$ cat src/rtl/pe_sched_pkg.sv
// Shared widths and FSM state encoding for the PE lockstep scheduler.
package pe_pkg;

   localparam int DATA_W = 16;
   localparam int FILT_W = 64;
   localparam int PSUM_W = 64;

   typedef logic [2:0] state_t;

   localparam logic [2:0] S_IDLE  = 3'd0;
   localparam logic [2:0] S_CLEAR = 3'd1;
   localparam logic [2:0] S_RUN   = 3'd2;
   localparam logic [2:0] S_DRAIN = 3'd3;
   localparam logic [2:0] S_OUT   = 3'd4;

endpackage

$ cat src/rtl/pe_sched_if.sv
// Job config, activation/weight streams, PE drive and result stream of pe_sched.
interface pe_sched_if #(
   parameter int NUM_PE = 4,
   parameter int CNT_W  = 8
) ();
   import pe_pkg::*;

   logic                 cfg_valid;
   logic                 cfg_ready;
   logic [CNT_W-1:0]     cfg_filt_len;
   logic [CNT_W-1:0]     cfg_num_pass;

   logic                 ifmap_valid;
   logic                 ifmap_ready;
   logic [DATA_W-1:0]    ifmap_data;

   logic                 filt_valid;
   logic                 filt_ready;
   logic [FILT_W-1:0]    filt_data;

   logic [NUM_PE-1:0]    pe_start;
   logic                 pe_clear;
   logic [DATA_W-1:0]    pe_ifmap;
   logic [FILT_W-1:0]    pe_filt;
   logic [NUM_PE-1:0]    pe_done;
   logic [PSUM_W-1:0]    pe_psum;

   logic                 psum_valid;
   logic                 psum_ready;
   logic [PSUM_W-1:0]    psum_data;

   // scheduler side
   modport master (
      input  cfg_valid, cfg_filt_len, cfg_num_pass,
      output cfg_ready,
      input  ifmap_valid, ifmap_data,
      output ifmap_ready,
      input  filt_valid, filt_data,
      output filt_ready,
      output pe_start, pe_clear, pe_ifmap, pe_filt,
      input  pe_done, pe_psum,
      output psum_valid, psum_data,
      input  psum_ready
   );

   // host / PE array side
   modport slave (
      output cfg_valid, cfg_filt_len, cfg_num_pass,
      input  cfg_ready,
      output ifmap_valid, ifmap_data,
      input  ifmap_ready,
      output filt_valid, filt_data,
      input  filt_ready,
      input  pe_start, pe_clear, pe_ifmap, pe_filt,
      output pe_done, pe_psum,
      input  psum_valid, psum_data,
      output psum_ready
   );

endinterface

$ cat src/rtl/pe_sched.sv
// Sequences NUM_PE processing elements in lockstep: L taps per pass, P passes per job,
// then drains the PE pipeline and hands each partial sum out on the result stream.
//
// state | meaning
// IDLE  | waiting for a job configuration (cfg_ready=1)
// CLEAR | one-cycle pe_clear, tap counter zeroed
// RUN   | streams ready; a beat fires the PEs when both inputs are valid
// DRAIN | PIPE_LAT+1 cycles for the PE pipeline to settle, then psum captured
// OUT   | psum_valid held until psum_ready; next pass or job end
module pe_sched
   import pe_pkg::*;
#(
   parameter int NUM_PE   = 4,
   parameter int PIPE_LAT = 2,
   parameter int CNT_W    = 8
) (
   input  logic       clk,
   input  logic       reset,
   pe_sched_if.master bus,
   output logic       busy,
   output logic       job_done,
   output logic       err
);

   localparam int DRN_W = $clog2(PIPE_LAT + 2);
   localparam logic [CNT_W-1:0] CNT_ONE = CNT_W'(1);
   localparam logic [DRN_W-1:0] DRN_ONE = DRN_W'(1);

   state_t             state_q, state_d;
   logic [CNT_W-1:0]   len_q, len_d;
   logic [CNT_W-1:0]   npass_q, npass_d;
   logic [CNT_W-1:0]   tap_q, tap_d;
   logic [CNT_W-1:0]   pass_q, pass_d;
   logic [DRN_W-1:0]   drn_q, drn_d;
   logic [DATA_W-1:0]  ifmap_q;
   logic [FILT_W-1:0]  filt_q;
   logic [PSUM_W-1:0]  psum_q;
   logic               beat, beat_q;
   logic               err_q;
   logic               job_done_q, job_done_d;
   logic               last_tap, last_pass, drn_end, pe_bad;

   assign beat      = (state_q == S_RUN) && bus.ifmap_valid && bus.filt_valid;
   // >= rather than == so a full-scale L or P never relies on counter wrap
   assign last_tap  = (tap_q  >= (len_q   - CNT_ONE));
   assign last_pass = (pass_q >= (npass_q - CNT_ONE));
   assign drn_end   = (drn_q == '0);
   assign pe_bad    = beat_q && (bus.pe_done != {NUM_PE{1'b1}});

   always_comb begin
      state_d    = state_q;
      len_d      = len_q;
      npass_d    = npass_q;
      tap_d      = tap_q;
      pass_d     = pass_q;
      drn_d      = drn_q;
      job_done_d = 1'b0;
      case (state_q)
         S_IDLE: begin
            if (bus.cfg_valid) begin
               len_d   = (bus.cfg_filt_len == '0) ? CNT_ONE : bus.cfg_filt_len;
               npass_d = (bus.cfg_num_pass == '0) ? CNT_ONE : bus.cfg_num_pass;
               pass_d  = '0;
               state_d = S_CLEAR;
            end
         end
         S_CLEAR: begin
            tap_d   = '0;
            state_d = S_RUN;
         end
         S_RUN: begin
            if (beat) begin
               if (last_tap) begin
                  drn_d   = DRN_W'(PIPE_LAT);
                  state_d = S_DRAIN;
               end else begin
                  tap_d = tap_q + CNT_ONE;
               end
            end
         end
         S_DRAIN: begin
            if (drn_end) state_d = S_OUT;
            else         drn_d   = drn_q - DRN_ONE;
         end
         S_OUT: begin
            if (bus.psum_ready) begin
               pass_d = pass_q + CNT_ONE;
               if (last_pass) begin
                  job_done_d = 1'b1;
                  state_d    = S_IDLE;
               end else begin
                  state_d = S_CLEAR;
               end
            end
         end
         default: state_d = S_IDLE;
      endcase
   end

   always_ff @(posedge clk or posedge reset) begin
      if (reset) begin
         state_q    <= S_IDLE;
         len_q      <= '0;
         npass_q    <= '0;
         tap_q      <= '0;
         pass_q     <= '0;
         drn_q      <= '0;
         ifmap_q    <= '0;
         filt_q     <= '0;
         psum_q     <= '0;
         beat_q     <= 1'b0;
         err_q      <= 1'b0;
         job_done_q <= 1'b0;
      end else begin
         state_q    <= state_d;
         len_q      <= len_d;
         npass_q    <= npass_d;
         tap_q      <= tap_d;
         pass_q     <= pass_d;
         drn_q      <= drn_d;
         beat_q     <= beat;
         job_done_q <= job_done_d;
         if (beat) begin
            ifmap_q <= bus.ifmap_data;
            filt_q  <= bus.filt_data;
         end
         if ((state_q == S_DRAIN) && drn_end) psum_q <= bus.pe_psum;
         if (pe_bad) err_q <= 1'b1;
      end
   end

   assign bus.cfg_ready   = (state_q == S_IDLE);
   assign bus.ifmap_ready = (state_q == S_RUN);
   assign bus.filt_ready  = (state_q == S_RUN);
   // PE operands pass straight through on a beat and otherwise hold the last beat's values
   assign bus.pe_start    = {NUM_PE{beat}};
   assign bus.pe_ifmap    = beat ? bus.ifmap_data : ifmap_q;
   assign bus.pe_filt     = beat ? bus.filt_data  : filt_q;
   assign bus.pe_clear    = (state_q == S_CLEAR);
   assign bus.psum_valid  = (state_q == S_OUT);
   assign bus.psum_data   = psum_q;

   assign busy     = (state_q != S_IDLE);
   assign job_done = job_done_q;
   assign err      = err_q | pe_bad;

endmodule

$ cat src/flat_wrapper.sv
// flat-port wrapper written by rule: the top's interface ports become plain ports
module pe_sched_flat import pe_pkg::*;
#(
   parameter int NUM_PE   = 4,
   parameter int PIPE_LAT = 2,
   parameter int CNT_W    = 8
)
  (clk, reset, busy, job_done, err, bus_cfg_valid, bus_cfg_filt_len, bus_cfg_num_pass, bus_cfg_ready, bus_ifmap_valid, bus_ifmap_data, bus_ifmap_ready, bus_filt_valid, bus_filt_data, bus_filt_ready, bus_pe_start, bus_pe_clear, bus_pe_ifmap, bus_pe_filt, bus_pe_done, bus_pe_psum, bus_psum_valid, bus_psum_data, bus_psum_ready);
  pe_sched_if #(.NUM_PE(NUM_PE), .CNT_W(CNT_W)) bus_i ();
  input  logic clk;
  input  logic reset;
  output logic busy;
  output logic job_done;
  output logic err;
  input wire logic [$bits(bus_i.cfg_valid)-1:0] bus_cfg_valid;
  input wire logic [$bits(bus_i.cfg_filt_len)-1:0] bus_cfg_filt_len;
  input wire logic [$bits(bus_i.cfg_num_pass)-1:0] bus_cfg_num_pass;
  output wire logic [$bits(bus_i.cfg_ready)-1:0] bus_cfg_ready;
  input wire logic [$bits(bus_i.ifmap_valid)-1:0] bus_ifmap_valid;
  input wire logic [$bits(bus_i.ifmap_data)-1:0] bus_ifmap_data;
  output wire logic [$bits(bus_i.ifmap_ready)-1:0] bus_ifmap_ready;
  input wire logic [$bits(bus_i.filt_valid)-1:0] bus_filt_valid;
  input wire logic [$bits(bus_i.filt_data)-1:0] bus_filt_data;
  output wire logic [$bits(bus_i.filt_ready)-1:0] bus_filt_ready;
  output wire logic [$bits(bus_i.pe_start)-1:0] bus_pe_start;
  output wire logic [$bits(bus_i.pe_clear)-1:0] bus_pe_clear;
  output wire logic [$bits(bus_i.pe_ifmap)-1:0] bus_pe_ifmap;
  output wire logic [$bits(bus_i.pe_filt)-1:0] bus_pe_filt;
  input wire logic [$bits(bus_i.pe_done)-1:0] bus_pe_done;
  input wire logic [$bits(bus_i.pe_psum)-1:0] bus_pe_psum;
  output wire logic [$bits(bus_i.psum_valid)-1:0] bus_psum_valid;
  output wire logic [$bits(bus_i.psum_data)-1:0] bus_psum_data;
  input wire logic [$bits(bus_i.psum_ready)-1:0] bus_psum_ready;
  assign bus_i.cfg_valid = bus_cfg_valid;
  assign bus_i.cfg_filt_len = bus_cfg_filt_len;
  assign bus_i.cfg_num_pass = bus_cfg_num_pass;
  assign bus_cfg_ready = bus_i.cfg_ready;
  assign bus_i.ifmap_valid = bus_ifmap_valid;
  assign bus_i.ifmap_data = bus_ifmap_data;
  assign bus_ifmap_ready = bus_i.ifmap_ready;
  assign bus_i.filt_valid = bus_filt_valid;
  assign bus_i.filt_data = bus_filt_data;
  assign bus_filt_ready = bus_i.filt_ready;
  assign bus_pe_start = bus_i.pe_start;
  assign bus_pe_clear = bus_i.pe_clear;
  assign bus_pe_ifmap = bus_i.pe_ifmap;
  assign bus_pe_filt = bus_i.pe_filt;
  assign bus_i.pe_done = bus_pe_done;
  assign bus_i.pe_psum = bus_pe_psum;
  assign bus_psum_valid = bus_i.psum_valid;
  assign bus_psum_data = bus_i.psum_data;
  assign bus_i.psum_ready = bus_psum_ready;
  pe_sched #(.NUM_PE(NUM_PE), .PIPE_LAT(PIPE_LAT), .CNT_W(CNT_W)) u_core (.clk(clk), .reset(reset), .bus(bus_i), .busy(busy), .job_done(job_done), .err(err));
endmodule
$ cat config.mk
export PLATFORM = sky130hd
export DESIGN_NAME = pe_sched_flat
export DESIGN_NICKNAME = d
export VERILOG_FILES = /design/src/rtl/pe_sched_pkg.sv /design/src/rtl/pe_sched_if.sv /design/src/rtl/pe_sched.sv /design/src/flat_wrapper.sv
export SDC_FILE = /design/constraint.sdc
export NUM_CORES = 1
export LEC_CHECK = 0
export BUFFER_PORTS_ARGS = -buffer_cell sky130_fd_sc_hd__buf_2
export CAP_MARGIN = 40
export CORE_MARGIN = 2
export CORE_UTILIZATION = 30
export DETAILED_ROUTE_END_ITERATION = 6
export PLACE_DENSITY = 0.55
export SYNTH_ARGS = -nofsm -noshare
export SYNTH_HDL_FRONTEND = slang
export SYNTH_SLANG_ARGS = --single-unit
$ cat constraint.sdc
create_clock -name clk -period 5.6 [get_ports clk]
set_input_delay 1.12 -clock clk [delete_from_list [all_inputs] [get_ports clk]]
set_output_delay 1.12 -clock clk [all_outputs]
set_load 0.02 [all_outputs]
# Word level (Yosys, flattened, before mapping)
# Index checks and enable logic that the tools add are counted.
# W data, S select, Z words.
# word_totals
reg_bits	184
inputBits	170
out_inout_bits	156
wordCells	73
# classes
addsub	5
n_lt_le_gt_ge	2
eq_ne	12
muxes	24
bitwise	1
n_reduce_logical	17
# ops
operator	n
$mux W64	1
$mux W8	6
$pmux W8 S2	2
$add A8 B1 Y8 const B	2
$ge A8 B8 Y1	2
$logic_not A8 Y1	2
$mux W16	1
$sub A8 B1 Y8 const B	2
$mux W3	5
$pmux W3 S5	1
$ne A2 B1 Y1 const B	4
$eq A3 B2 Y1 const B	2
$mux W2	3
$ne A2 B2 Y1 const B	3
$reduce_and A3 Y1	2
$reduce_bool A2 Y1	3
$reduce_and A5 Y1	1
$logic_and A1 B1 Y1	4
$mux W1	4
$ne A4 B4 Y1 const B	1
$pmux W2 S2	1
$reduce_and A4 Y1	1
$eq A3 B1 Y1 const B	1
$eq A3 B3 Y1 const B	1
6 further kinds	6

# Longest topological paths before layout
# Gate-level depths: netlist of run 1.
# logic_depth
depth_word	5
mapped_depth	12

# Worst setup path before layout of run 1
# Ideal clock, no wire load.
# synth_path
path_kind	input to output
from	input bus_filt_valid
to	output bus_pe_filt[0]
arrival_ns	2.205
t_required_ns	4.480
slack_ns	2.275
cell_stages	4
cell_sequence	and3_4 clkbuf_1 buf_2 mux2_2
# synth_via
elab_chain_cells	2
# synth_rtl
element	line	source
start, declared	flat_wrapper.sv:22	input wire logic [$bits(bus_i.filt_valid)-1:0] bus_filt_valid;
$logic_and A1 B1 Y1	pe_sched.sv:43	assign beat = (state_q == S_RUN) && bus.ifmap_valid && bus.filt_valid;
$mux W64	--	
end, declared	flat_wrapper.sv:28	output wire logic [$bits(bus_i.pe_filt)-1:0] bus_pe_filt;
# No other way between the ends.

# Final worst setup path of run 1
# layout_path
from	register u_core.state_q[1]
to	output bus_pe_filt[50]
# layout_via
elab_chain_cells	4
# layout_rtl
element	line	source
start, declared	pe_sched.sv:29	state_t state_q, state_d;
start signal, assigned	pe_sched.sv:115	state_q <= state_d;
$eq A3 B2 Y1	pe_sched.sv:43	
$logic_and A1 B1 Y1 (2 in a row)	pe_sched.sv:43	
$mux W64	--	
# No other way between the ends.

==> results.md, run 1 <==
- Run status: finished clean
- Number of flops mapped to enable cells by yosys: 0
- Buffer depth of the longest clock path: 2
- WS Path Type: reg2out
- Number of DRC markers after the initial detailed-route iteration: 204
- Cell area after synthesis: 7740 sq um
- Max-Slew Margin vs Limit: 20.4%
- TritonCTS Sinks: 184
- Overflow left after global routing: 0
- Fraction of the cycle the final worst path needs: around 73%
- Share of async-settable or async-resettable flops after synthesis: 100%
- IO Count: 326
- Number of buffers added on ports: 325
- Net count reported at finish: roughly 1100
- Worst clock skew on the final layout: about 0.021 ns
- Total core area: 25300 sq um
- Static Leakage: 5.00 nW
- Setup repair after global routing missed its margin: false
- Shortest clock period the worst path allows after layout: 4.10 ns
- Die ar.: 27100 sq um
- Proportion of synthesized chip area in sequential cells: between 50% and 60%
- Root Buffer Master: clkbuf_16
- Commonest non-fill, non-tap cells in the layout: buf_2 (325), dfrtp_1 (184), mux2_2 (158), ha_1 (21)
- Avg WL per Cell: approximately 17 um
- DP HPWL: roughly 15000 um
- Initial Utilization: 30.6%
- Final GP Congestion: 0.757
- Number of failing hold endpoints at the final stage: 0
- Clock buffer count from CTS: 17
- Maximum resistive drop on vdd: 0.000318 V
- Maximum net fanout on the critical path: 52
- Post-layout worst setup margin: 1.50 ns
- Fraction of final layout cells sized beyond drive strength 1: around 59%
- Synth Instances: 557
- Xor-xnor portion of the synthesized cell area: under 10%
- Overall power of the completed layout: 0.00640 W
- Layout overhead on the synthesized area: 34.0%
- Class of the worst hold path: reg2reg
- Ys Warns: 0
- Count of endpoints failing setup in the final report: 0
- Number of global-route vias before repair: 5595
- Critical path, cell by cell: inv_2, or3_4, clkinv_2, and3_4, buf_12, mux2_2, buf_2
- Max_cap viols: 0
- Final routed wirelength across all metal layers: approximately 21000 um
- Synthesis-stage register bit count: between 150 and 200
- Worst Max-Slew Pin Slew: approximately 1.2 ns
- Average cell area after synthesis: 13.9 sq um
- CTS tree: yes
- Synthesized netlist net count: ~750
- Power density cells: 617 nW/um^2
- Vias/cell: 4.49
- First drt pass iteration count: 4
- First-pass GRT wire length: 31600 um
- Clock transition at path regs: approximately 0.080 ns
- Most used flip-flop cell after synthesis: dfrtp_1
- Later-pin clock latency in the skew report: 0.45 ns
- Aggregate negative setup slack: 0 ns
- Cell variety after synth: 41
- Data arrival time of the critical path: a little under 3 ns
- Post-CTS setup buffer count: 0
- Hold buffer count at cts: 0
- Adder-cell share of the synthesized area: between 3 and 4%
- Simple-gate portion of the synthesized area: 6.08%
- Max Clk Rate: roughly 0.24 GHz
- Aggregate global-route resource usage: 15.4%
- Height of the chip: between 150 and 200 um
- Delay of the slowest critical-path stage: 0.53 ns
- Multiplexer share of the synthesized area: 23.0%
- Crit. End Element: output pin
- Row count: 58
- Most common cell after layout, fill and taps aside: buf_2
- Combinational family with the most area after synthesis: multiplexers
- Complex-gate fraction of the synthesized area: roughly 3.3%
- Area of the multi-input gates: ~3000 sq um
- DRC errors left: 0
- DIE WIDTH: 165 um
- Largest net degree at the start of global routing: 185
- Resize count post-CTS: 0
- Critical Path Slowest Stage Cell: and3_4
- Required time at the endpoint of the critical path: between 4 and 5 ns
- Number of max-slew violations in the final report: 0
- Dpl ws: 1.76 ns
- Area of all sequential standard cells: 4600 sq um
- Maximum level of the CTS H-tree: 4
- Fill count: 2434
- Critical path launch point type: register
- Post-route ant nets: 0
- Number of antenna violations at the first check in global routing: 5
- Count of vias placed by the detailed router: roughly 5500
[metrics by stage]
stage	std cells	instance area [sq um]	hold WS, ns	utilization [%]
after floorplan	557	7740	0.430	-
after global placement	1188	9700	0.445	38.4
after detailed placement	1190	9740	0.453	38.6
after CTS	1222	10400	0.472	41.0
after global routing	1222	10400	0.495	41.0
final	1223	10400	0.468	41.1
[layout make-up]
class	count	share of cell area, %
repair buffers	329	16.4
clock buffers	18	4.24
well taps	330	3.98
diodes	1	0.0241
multi-input cells	327	28.3
clock inverters	14	1.81
inverters	20	0.772
flip-flops and latches	184	44.4
[synthesized netlist by cell type (8+ instances only)]
cell	n	area, sq um
dfrtp_1	184	4600
mux2_2	158	1780
nor2_1	17	63.8
inv_1	18	67.6
a21oi_1	8	40.0
ha_1	21	263
xnor2_1	11	96.3
o21ai_0	16	80.1
nand3_1	12	60.1
clkbuf_1	13	48.8
nand2_1	16	60.1
xor2_1	8	70.1
[critical path: cells and delay by family, from the launching register on]
kind	cells	cell delay (ns)
buffers and inverters	4	0.67
flip-flops	1	0.45
multiplexers	1	0.39
AND/OR/NAND/NOR	2	0.94
[registers in the layout, summed over array words and instances (netlist names)]
| register | count |
|---|---|
| u_core.bus.psum_data | 64 |
| u_core.filt_q | 64 |
| u_core.ifmap_q | 16 |
| u_core.len_q | 8 |
| u_core.npass_q | 8 |
| u_core.pass_q | 8 |
| u_core.tap_q | 8 |
| u_core.state_q | 3 |
| u_core.drn_q | 2 |
| u_core.beat_q | 1 |
| u_core.err_q | 1 |
| u_core.job_done | 1 |
[metal layers]
layer	share of wire (%)	track usage [%]	wire, um
met1	40	18.0	8240
met2	50	25.7	10200
met3	7.7	6.25	1580
met4	2.2	5.26	462
met5	0.20	0	41
[power by group]
group	switching (W)	total (W)	internal, W	leakage [nW]
registers	0.000295	0.00226	0.00196	2.20
logic	0.00167	0.00288	0.00121	2.49
clock network	0.000636	0.00126	0.000625	0.302
total	0.00260	0.00640	0.00379	5.00
[final timing paths]
| check | startpoint | to | depth (start not counted) | slack (ns) |
|---|---|---|---|---|
| max | u_core.state_q[1]$_DFFE_PP0P_ | bus_pe_filt[50] | 7 | 1.50 |
| min | u_core.err_q$_DFFE_PP0P_ | u_core.err_q$_DFFE_PP0P_ | 1 | 0.47 |
| max reg2reg | u_core.len_q[2]$_DFFE_PP0P_ | u_core.tap_q[6]$_DFFE_PP0P_ | 10 | 2.37 |
| min reg2reg | u_core.err_q$_DFFE_PP0P_ | u_core.err_q$_DFFE_PP0P_ | 1 | 0.47 |
| max in group asynchronous | reset | u_core.pass_q[4]$_DFFE_PP0P_ | 3 | 3.74 |
| min in group asynchronous | reset | u_core.filt_q[28]$_DFF_PP0_ | 3 | 0.85 |
[cell families (layout without fill, tap and decap cells)]
group | after synthesis | in the layout
other | 0 | 1
flip-flops | 184 | 184
multiplexers | 158 | 158
AO/OA/AOI/OAI | 41 | 41
buffers and inverters | 46 | 381
AND/OR/NAND/NOR | 88 | 88
XOR/XNOR | 19 | 19
adder cells (fa/ha/maj) | 21 | 21
(Power assumes the default switching activity.)
==> run 2: changes to the inputs <==
--- a/config.mk
+++ b/config.mk
@@ -5,6 +5,7 @@
 export SDC_FILE = /design/constraint.sdc
 export NUM_CORES = 1
 export LEC_CHECK = 0
+export ABC_AREA = 1
 export BUFFER_PORTS_ARGS = -buffer_cell sky130_fd_sc_hd__buf_2
 export CAP_MARGIN = 40
 export CORE_MARGIN = 2
==> constraint.sdc (replaced) <==
create_clock -name clk -period 3.7 [get_ports clk]
set_input_delay 0.74 -clock clk [delete_from_list [all_inputs] [get_ports clk]]
set_output_delay 0.74 -clock clk [all_outputs]
set_load 0.02 [all_outputs]
==> results.md, run 2 <==
- Max-Slew Margin vs Limit: 60.3% (was 20.4%)
- Final instance area: 10700 sq um (was 10400 sq um)
- Critical path, cell by cell: nor2_2, nand2_2, nor2_4, buf_12, nand2_1, nand2_1, buf_2 (was inv_2, or3_4, clkinv_2, and3_4, buf_12, mux2_2, buf_2)
- Crit. End Element: output pin (unchanged)
- Overflow left after global routing: 0 (unchanged)
- TritonCTS Sinks: 184 (unchanged)
- Cell depth of the worst flop-to-flop path: 14 (was 10)
- Reg-to-reg critical path startpoint: u_core.len_q[0]$_DFFE_PP0P_ (was u_core.len_q[2]$_DFFE_PP0P_)
- Maximum net fanout on the critical path: 87 (was 52)
- Clock buffer count from CTS: 17 (unchanged)
- Data arrival time of the critical path: 2.08 ns (was 2.98 ns)
- Number of flops mapped to enable cells by yosys: 0 (unchanged)
- Most common cell after layout, fill and taps aside: nand2_1 (was buf_2)
- Most used cell, CP: nand2_1
- Proportion of synthesized chip area in sequential cells: 56.6% (was 59.5%)
- Hold buffer count at cts: 0 (unchanged)
- Post-CTS setup buffer count: 0 (unchanged)
- Shortest clock period the worst path allows after layout: 2.82 ns
- Root Buffer Master: clkbuf_16 (unchanged)
- Resize count post-CTS: 0 (unchanged)
- Top area cells in the synthesized netlist: dfrtp_1 (57%), nand2_1 (16%), mux2_4 (7.2%) (was dfrtp_1 (60%), mux2_2 (23%), ha_1 (3.4%))
- Later-pin clock latency in the skew report: 0.43 ns (was 0.45 ns)
- Number of global-route vias before repair: 6243 (was 5595)
- First drt pass iteration count: 4 (unchanged)
- Number of failing hold endpoints at the final stage: 0 (unchanged)
- Overall power of the completed layout: 0.00946 W (was 0.00640 W)
- Register-to-register path setup slack: 1.27 ns (was 2.37 ns)
- Synthesis-stage register bit count: 184 (unchanged)
- Required time at the endpoint of the critical path: 2.96 ns (was 4.48 ns)
- Number of max-slew violations in the final report: 0 (unchanged)
- Setup repair after global routing missed its margin: false (unchanged)
- Average cell area after synthesis: 9.91 sq um (was 13.9 sq um)
- Height of the chip: 169 um (was 165 um)
- Buffer depth of the longest clock path: 2 (unchanged)
- Count of vias placed by the detailed router: 6533 (was 5497)
- IO Count: 326 (unchanged)
- Cell area after synthesis: 8140 sq um (was 7740 sq um)
- Synth Instances: 821 (was 557)
- Max Clk Rate: 0.354 GHz
- Most used standard cell by instance count after synthesis: nand2_1 (was dfrtp_1)
- CTS tree: yes (unchanged)
- Worst clock skew on the final layout: 0.0180 ns (was 0.0209 ns)
- Number of antenna violations at the first check in global routing: 1 (was 5)
- Power density cells: 883 nW/um^2 (was 617 nW/um^2)
- Final GP Congestion: 0.788 (was 0.757)
- Most area-hungry cell type in the Yosys netlist: dfrtp_1 (unchanged)
- Synth top cells by count: nand2_1 (338), dfrtp_1 (184), mux2_4 (39) (was dfrtp_1 (184), mux2_2 (158), ha_1 (21))
- Aggregate negative setup slack: 0 ns (unchanged)
- DP HPWL: 14900 um (was 15200 um)
- Fraction of final layout cells sized beyond drive strength 1: 37.0% (was 59.1%)
- First-pass GRT wire length: 32900 um (was 31600 um)
- Delay of the slowest critical-path stage: 0.40 ns (was 0.53 ns)
- Final routed wirelength across all metal layers: 20700 um (was 20600 um)
- Largest net degree at the start of global routing: 98 (was 185)
- Layout overhead on the synthesized area: 31.7% (was 34.0%)
- Commonest non-fill, non-tap cells in the layout: nand2_1 (337), buf_2 (325), dfrtp_1 (184), mux2_4 (39), inv_1 (37) (was buf_2 (325), dfrtp_1 (184), mux2_2 (158), ha_1 (21))
- Critical Path Slowest Stage Cell: dfrtp_1 (was and3_4)
- Fraction of the cycle the final worst path needs: 76.3%
- Post-route ant nets: 0 (unchanged)
- Row count: 60 (was 58)
- Most used flip-flop cell after synthesis: dfrtp_1 (unchanged)
- Worst hold slack across all endpoints: 0.459 ns (was 0.468 ns)
- Instance area after placement: 10100 sq um (was 9740 sq um)
- Count of endpoints failing setup in the final report: 0 (unchanged)
- Number of DRC markers after the initial detailed-route iteration: 397 (was 204)
- Share of async-settable or async-resettable flops after synthesis: 100% (unchanged)
- Clock transition at path regs: 0.07 ns (was 0.08 ns)
- Cell variety after synth: 33 (was 41)
- DIE WIDTH: 169 um (was 165 um)
- Maximum resistive drop on vdd: 0.000327 V (was 0.000318 V)
- Ys Warns: 0 (unchanged)
- Class of the worst hold path: in2async (was reg2reg)
- Critical path launch point type: register (unchanged)
- Static Leakage: 5.95 nW (was 5.00 nW)
- Top-area cell type share of the netlist area: 56.6% (was 59.5%)
- Aggregate global-route resource usage: 14.6% (was 15.4%)
- Run status: finished clean (unchanged)
- Max_cap viols: 0 (unchanged)
- Initial Utilization: 30.4% (was 30.6%)
- Fill count: 2716 (was 2434)
- Net count reported at finish: 1329 (was 1070)
- Die ar.: 28500 sq um (was 27100 sq um)
- Total core area: 26800 sq um (was 25300 sq um)
- Avg WL per Cell: 13.9 um (was 16.8 um)
- Number of buffers added on ports: 325 (unchanged)
- DRC errors left: 0 (unchanged)
- Vias/cell: 4.38 (was 4.49)
- Synthesized netlist net count: 1012 (was 748)
- Share of the core filled with cells in the final layout: 40.0% (was 41.1%)
- Maximum level of the CTS H-tree: 4 (unchanged)
- Worst Max-Slew Pin Slew: 0.592 ns (was 1.19 ns)
- Endpoint of the worst register-to-register path: u_core.drn_q[0]$_DFFE_PP0P_ (was u_core.tap_q[6]$_DFFE_PP0P_)
- WS Path Type: reg2out (unchanged)
run 2: cell count changes after synthesis, sizes merged, moves of 6 or more:
| cell | before | now |
|---|---|---|
| buf | 13 | 25 |
| inv | 19 | 47 |
| mux2 | 158 | 64 |
| nand2 | 16 | 343 |
| nand3 | 12 | 24 |
| nor2 | 17 | 33 |
| or4 | 6 | 0 |
| xnor2 | 11 | 5 |
run 2: cells by family after synthesis:
family          count (synthesis)  share of synthesized area, %
compound gates                 34                          2.28
buf+inv                        80                          4.72
flops                         184                          56.6
xor+xnor                       13                          1.40
mux                            64                          10.7
fa+ha+maj                      21                          3.23
simple gates                  425                          21.1
run 2: critical path, delay by kind of cell, from the launching register on:
kind	cells	cell delay (ns)
flops	1	0.40
buf+inv	2	0.51
simple gates	5	0.70
run 2: worst max path at each step:
stage / startpoint / to / slack [ns] / cells past startpoint
2_1_floorplan: reset / u_core.beat_q$_DFF_PP0_ / 0.60 / 1
3_3_place_gp: bus_filt_valid / bus_pe_filt[34] / 1.08 / 7
3_5_place_dp: bus_filt_valid / bus_pe_filt[58] / 1.10 / 7
4_1_cts: u_core.state_q[0]$_DFFE_PP0P_ / bus_pe_filt[58] / 0.83 / 7
5_1_grt: u_core.state_q[0]$_DFFE_PP0P_ / bus_pe_filt[34] / 0.67 / 7
6_report: u_core.state_q[0]$_DFFE_PP0P_ / bus_pe_filt[34] / 0.88 / 7
run 2: cell type report:
type	count	area (sq um)	share of cell area, %
Antenna cell	1	2.50	0.0234
Clock buffer	19	453	4.23
Clock inverter	13	150	1.40
Inverter	47	180	1.68
Multi-Input combinational cell	557	3160	29.5
Sequential cell	184	4600	43.0
Tap cell	341	427	3.98
Timing Repair Buffer	331	1740	16.3
run 2: power breakdown:
part / switching, W / total (W) / internal (W)
logic: 0.00270 / 0.00432 / 0.00162
registers: 0.000377 / 0.00327 / 0.00289
clock network: 0.000870 / 0.00187 / 0.000999
total: 0.00395 / 0.00946 / 0.00551
run 2: stage by stage:
stage / std cells / worst slack [ns]
floorplan: 821 / 0.595
global placement: 1459 / 1.08
detailed placement: 1460 / 1.10
CTS: 1492 / 0.826
global route: 1493 / 0.671
finish: 1493 / 0.875
run 2: metal layers:
layer | track usage (%) | wire, um | vias up
li1 | - | - | 3248
met1 | 18.6 | 9280 | 3054
met2 | 24.7 | 9980 | 212
met3 | 3.37 | 1090 | 19
met4 | 4.27 | 380 | 0
met5 | 0 | 0 | -
==> run 3: changes to the inputs <==
--- a/config.mk
+++ b/config.mk
@@ -11,7 +11,7 @@
 export CORE_MARGIN = 2
 export CORE_UTILIZATION = 30
 export DETAILED_ROUTE_END_ITERATION = 6
-export PLACE_DENSITY = 0.55
+export PLACE_DENSITY = 0.53
 export SYNTH_ARGS = -nofsm -noshare
 export SYNTH_HDL_FRONTEND = slang
 export SYNTH_SLANG_ARGS = --single-unit
==> constraint.sdc (replaced) <==
create_clock -name clk -period 2.8 [get_ports clk]
set_input_delay 0.56 -clock clk [delete_from_list [all_inputs] [get_ports clk]]
set_output_delay 0.56 -clock clk [all_outputs]
set_load 0.02 [all_outputs]
==> results.md, run 3 (synthesized netlist as in run 2, its figures left out) <==
- Fill count: 2696 (was 2716)
- Number of failing hold endpoints at the final stage: 0 (unchanged)
- Row count: 60 (unchanged)
- DRC errors left: 0 (unchanged)
- DIE WIDTH: 169 um (unchanged)
- Height of the chip: 169 um (unchanged)
- Most used cell, CP: nand2_1 (unchanged)
- Fraction of final layout cells sized beyond drive strength 1: 37.3% (was 37.0%)
- Number of buffers and inverters on the critical path: 4 (was 2)
- Maximum level of the CTS H-tree: 4 (unchanged)
- Worst hold slack across all endpoints: 0.167 ns (was 0.459 ns)
- First drt pass iteration count: 6 (was 4)
- Post-route ant nets: 0 (unchanged)
- Final routed wirelength across all metal layers: 21900 um (was 20700 um)
- Avg WL per Cell: 14.6 um (was 13.9 um)
- Run status: finished clean (unchanged)
- Power density cells: 1160 nW/um^2 (was 883 nW/um^2)
- Most common cell after layout, fill and taps aside: nand2_1 (unchanged)
- Max Clk Rate: 0.380 GHz
- Buffer depth of the longest clock path: 2 (unchanged)
- Final GP Congestion: 0.751 (was 0.788)
- Crit. End Element: output pin (unchanged)
- IO Count: 326 (unchanged)
- Delay of the slowest critical-path stage: 0.47 ns (was 0.40 ns)
- Die ar.: 28500 sq um (unchanged)
- Largest net degree at the start of global routing: 88 (was 98)
- Shortest clock period the worst path allows after layout: 2.63 ns
- Class of the worst hold path: in2async (unchanged)
- Count of vias placed by the detailed router: 6559 (was 6533)
- Number of global-route vias before repair: 6449 (was 6243)
- Aggregate global-route resource usage: 14.9% (was 14.6%)
- Overall power of the completed layout: 0.0125 W (was 0.00946 W)
- Number of antenna violations at the first check in global routing: 1 (unchanged)
- Number of DRC markers after the initial detailed-route iteration: 352 (was 397)
- Cell class contributing the biggest share of worst-path delay: buffers and inverters (was simple AND/OR/NAND/NOR gates)
- Net count reported at finish: 1337 (was 1329)
- Max-Slew Margin vs Limit: 54.5% (was 60.3%)
- Post-layout worst setup margin: 0.170 ns (was 0.875 ns)
- Number of max-slew violations in the final report: 0 (unchanged)
- Vias/cell: 4.37 (was 4.38)
- Worst Max-Slew Pin Slew: 0.678 ns (was 0.592 ns)
- Commonest non-fill, non-tap cells in the layout: nand2_1 (337), buf_2 (325), dfrtp_1 (184), mux2_4 (39), inv_1 (37) (unchanged)
- Maximum resistive drop on vdd: 0.000447 V (was 0.000327 V)
- Worst clock skew on the final layout: 0.0157 ns (was 0.0180 ns)
- Layout overhead on the synthesized area: 32.4% (was 31.7%)
- Share of the core filled with cells in the final layout: 40.2% (was 40.0%)
- Static Leakage: 5.97 nW (was 5.95 nW)
- Fraction of the cycle the final worst path needs: 93.9%
- Critical path launch point type: register (unchanged)
- Count of endpoints failing setup in the final report: 0 (unchanged)
- Initial Utilization: 30.4% (unchanged)
- Total core area: 26800 sq um (unchanged)
- Critical Path Slowest Stage Cell: dfrtp_1 (unchanged)
- First-pass GRT wire length: 33600 um (was 32900 um)
- DP HPWL: 15400 um (was 14900 um)
- Number of buffers added on ports: 325 (unchanged)
- Clock buffer count from CTS: 17 (unchanged)
- Clock transition at path regs: 0.08 ns (was 0.07 ns)
- Required time at the endpoint of the critical path: 2.24 ns (was 2.96 ns)
- Dpl ws: 0.365 ns (was 1.10 ns)
- Root Buffer Master: clkbuf_16 (unchanged)
- Maximum net fanout on the critical path: 35 (was 87)
- TritonCTS Sinks: 184 (unchanged)
- Max_cap viols: 0 (unchanged)
- Data arrival time of the critical path: 2.07 ns (was 2.08 ns)
- WS Path Type: reg2out (unchanged)
- Aggregate negative setup slack: 0 ns (unchanged)
- CTS tree: yes (unchanged)
- Later-pin clock latency in the skew report: 0.43 ns (about the same)
- Critical path, cell by cell: nand2_2, nor2_4, buf_4, inv_4, buf_12, nand2_1, nand2_1, buf_2 (was nor2_2, nand2_2, nor2_4, buf_12, nand2_1, nand2_1, buf_2)
- Overflow left after global routing: 0 (unchanged)
- Hold buffer count at cts: 0 (unchanged)
-- run 3: cell count changes in the layout (fill, tap and decap cells not counted) --
cell	change
buf_4	+5
buf_12	+3
clkbuf_1	+2
clkbuf_8	-2
clkinv_4	-2
clkinvlp_4	+2
buf_16	-1
bufinv_16	-1
clkbuf_16	+1
clkinv_8	+1
inv_2	-1
inv_4	+1
-- run 3: final timing paths --
path	from	to	slack, ns	cells past startpoint
setup / recovery	u_core.state_q[1]$_DFFE_PP0P_	bus_pe_filt[62]	0.17	8
hold / removal	reset	u_core.filt_q[34]$_DFF_PP0_	0.17	2
setup reg to reg	u_core.len_q[0]$_DFFE_PP0P_	u_core.drn_q[0]$_DFFE_PP0P_	0.37	14
hold reg to reg	u_core.err_q$_DFFE_PP0P_	u_core.err_q$_DFFE_PP0P_	0.46	1
max in group asynchronous	reset	u_core.filt_q[12]$_DFF_PP0_	1.91	3
min in group clk	bus_pe_psum[50]	u_core.bus.psum_data[50]$_DFFE_PP0P_	0.34	2
-- run 3: layer usage --
| metal | global-route usage [%] | vias to the layer above | wire (um) |
|---|---|---|---|
| li1 | - | 3268 | - |
| met1 | 18.7 | 3072 | 9770 |
| met2 | 25.6 | 197 | 10700 |
| met3 | 3.32 | 22 | 1020 |
| met4 | 4.54 | 0 | 376 |
| met5 | 0 | - | 0 |
-- run 3: layout make-up --
type	count	area, sq um	share of cell area [%]
repair buffers	339	1840	17.0
inverters	47	183	1.70
flip-flops and latches	184	4600	42.7
diodes	1	2.50	0.0232
multi-input cells	557	3160	29.3
well taps	341	427	3.96
clock inverters	13	134	1.24
clock buffers	19	433	4.02
-- run 3: per-stage QoR --
step | cells | area [sq um]
3_5_place_dp | 1462 | 10100
2_1_floorplan | 821 | 8140
5_1_grt | 1501 | 10800
4_1_cts | 1494 | 10700
6_report | 1501 | 10800
3_3_place_gp | 1462 | 10100
-- run 3: worst register-to-register path, delay by kind of cell, from the launching register on --
kind            cells  cell delay (ns)
compound gates      1             0.04
flops               1             0.36
fa+ha+maj           2             0.47
simple gates        7             0.87
xor+xnor            1             0.18
buf+inv             3             0.41
-- run 3: timing repair --
action,CTS,global route
setup buffers,0,5
setup endpoints to repair,0,28
resized for setup,0,7
-- run 3: report_power, final --
part	internal, W	switching [W]
Sequential	0.00382	0.000494
Clock	0.00119	0.00117
Combinational	0.00218	0.00363
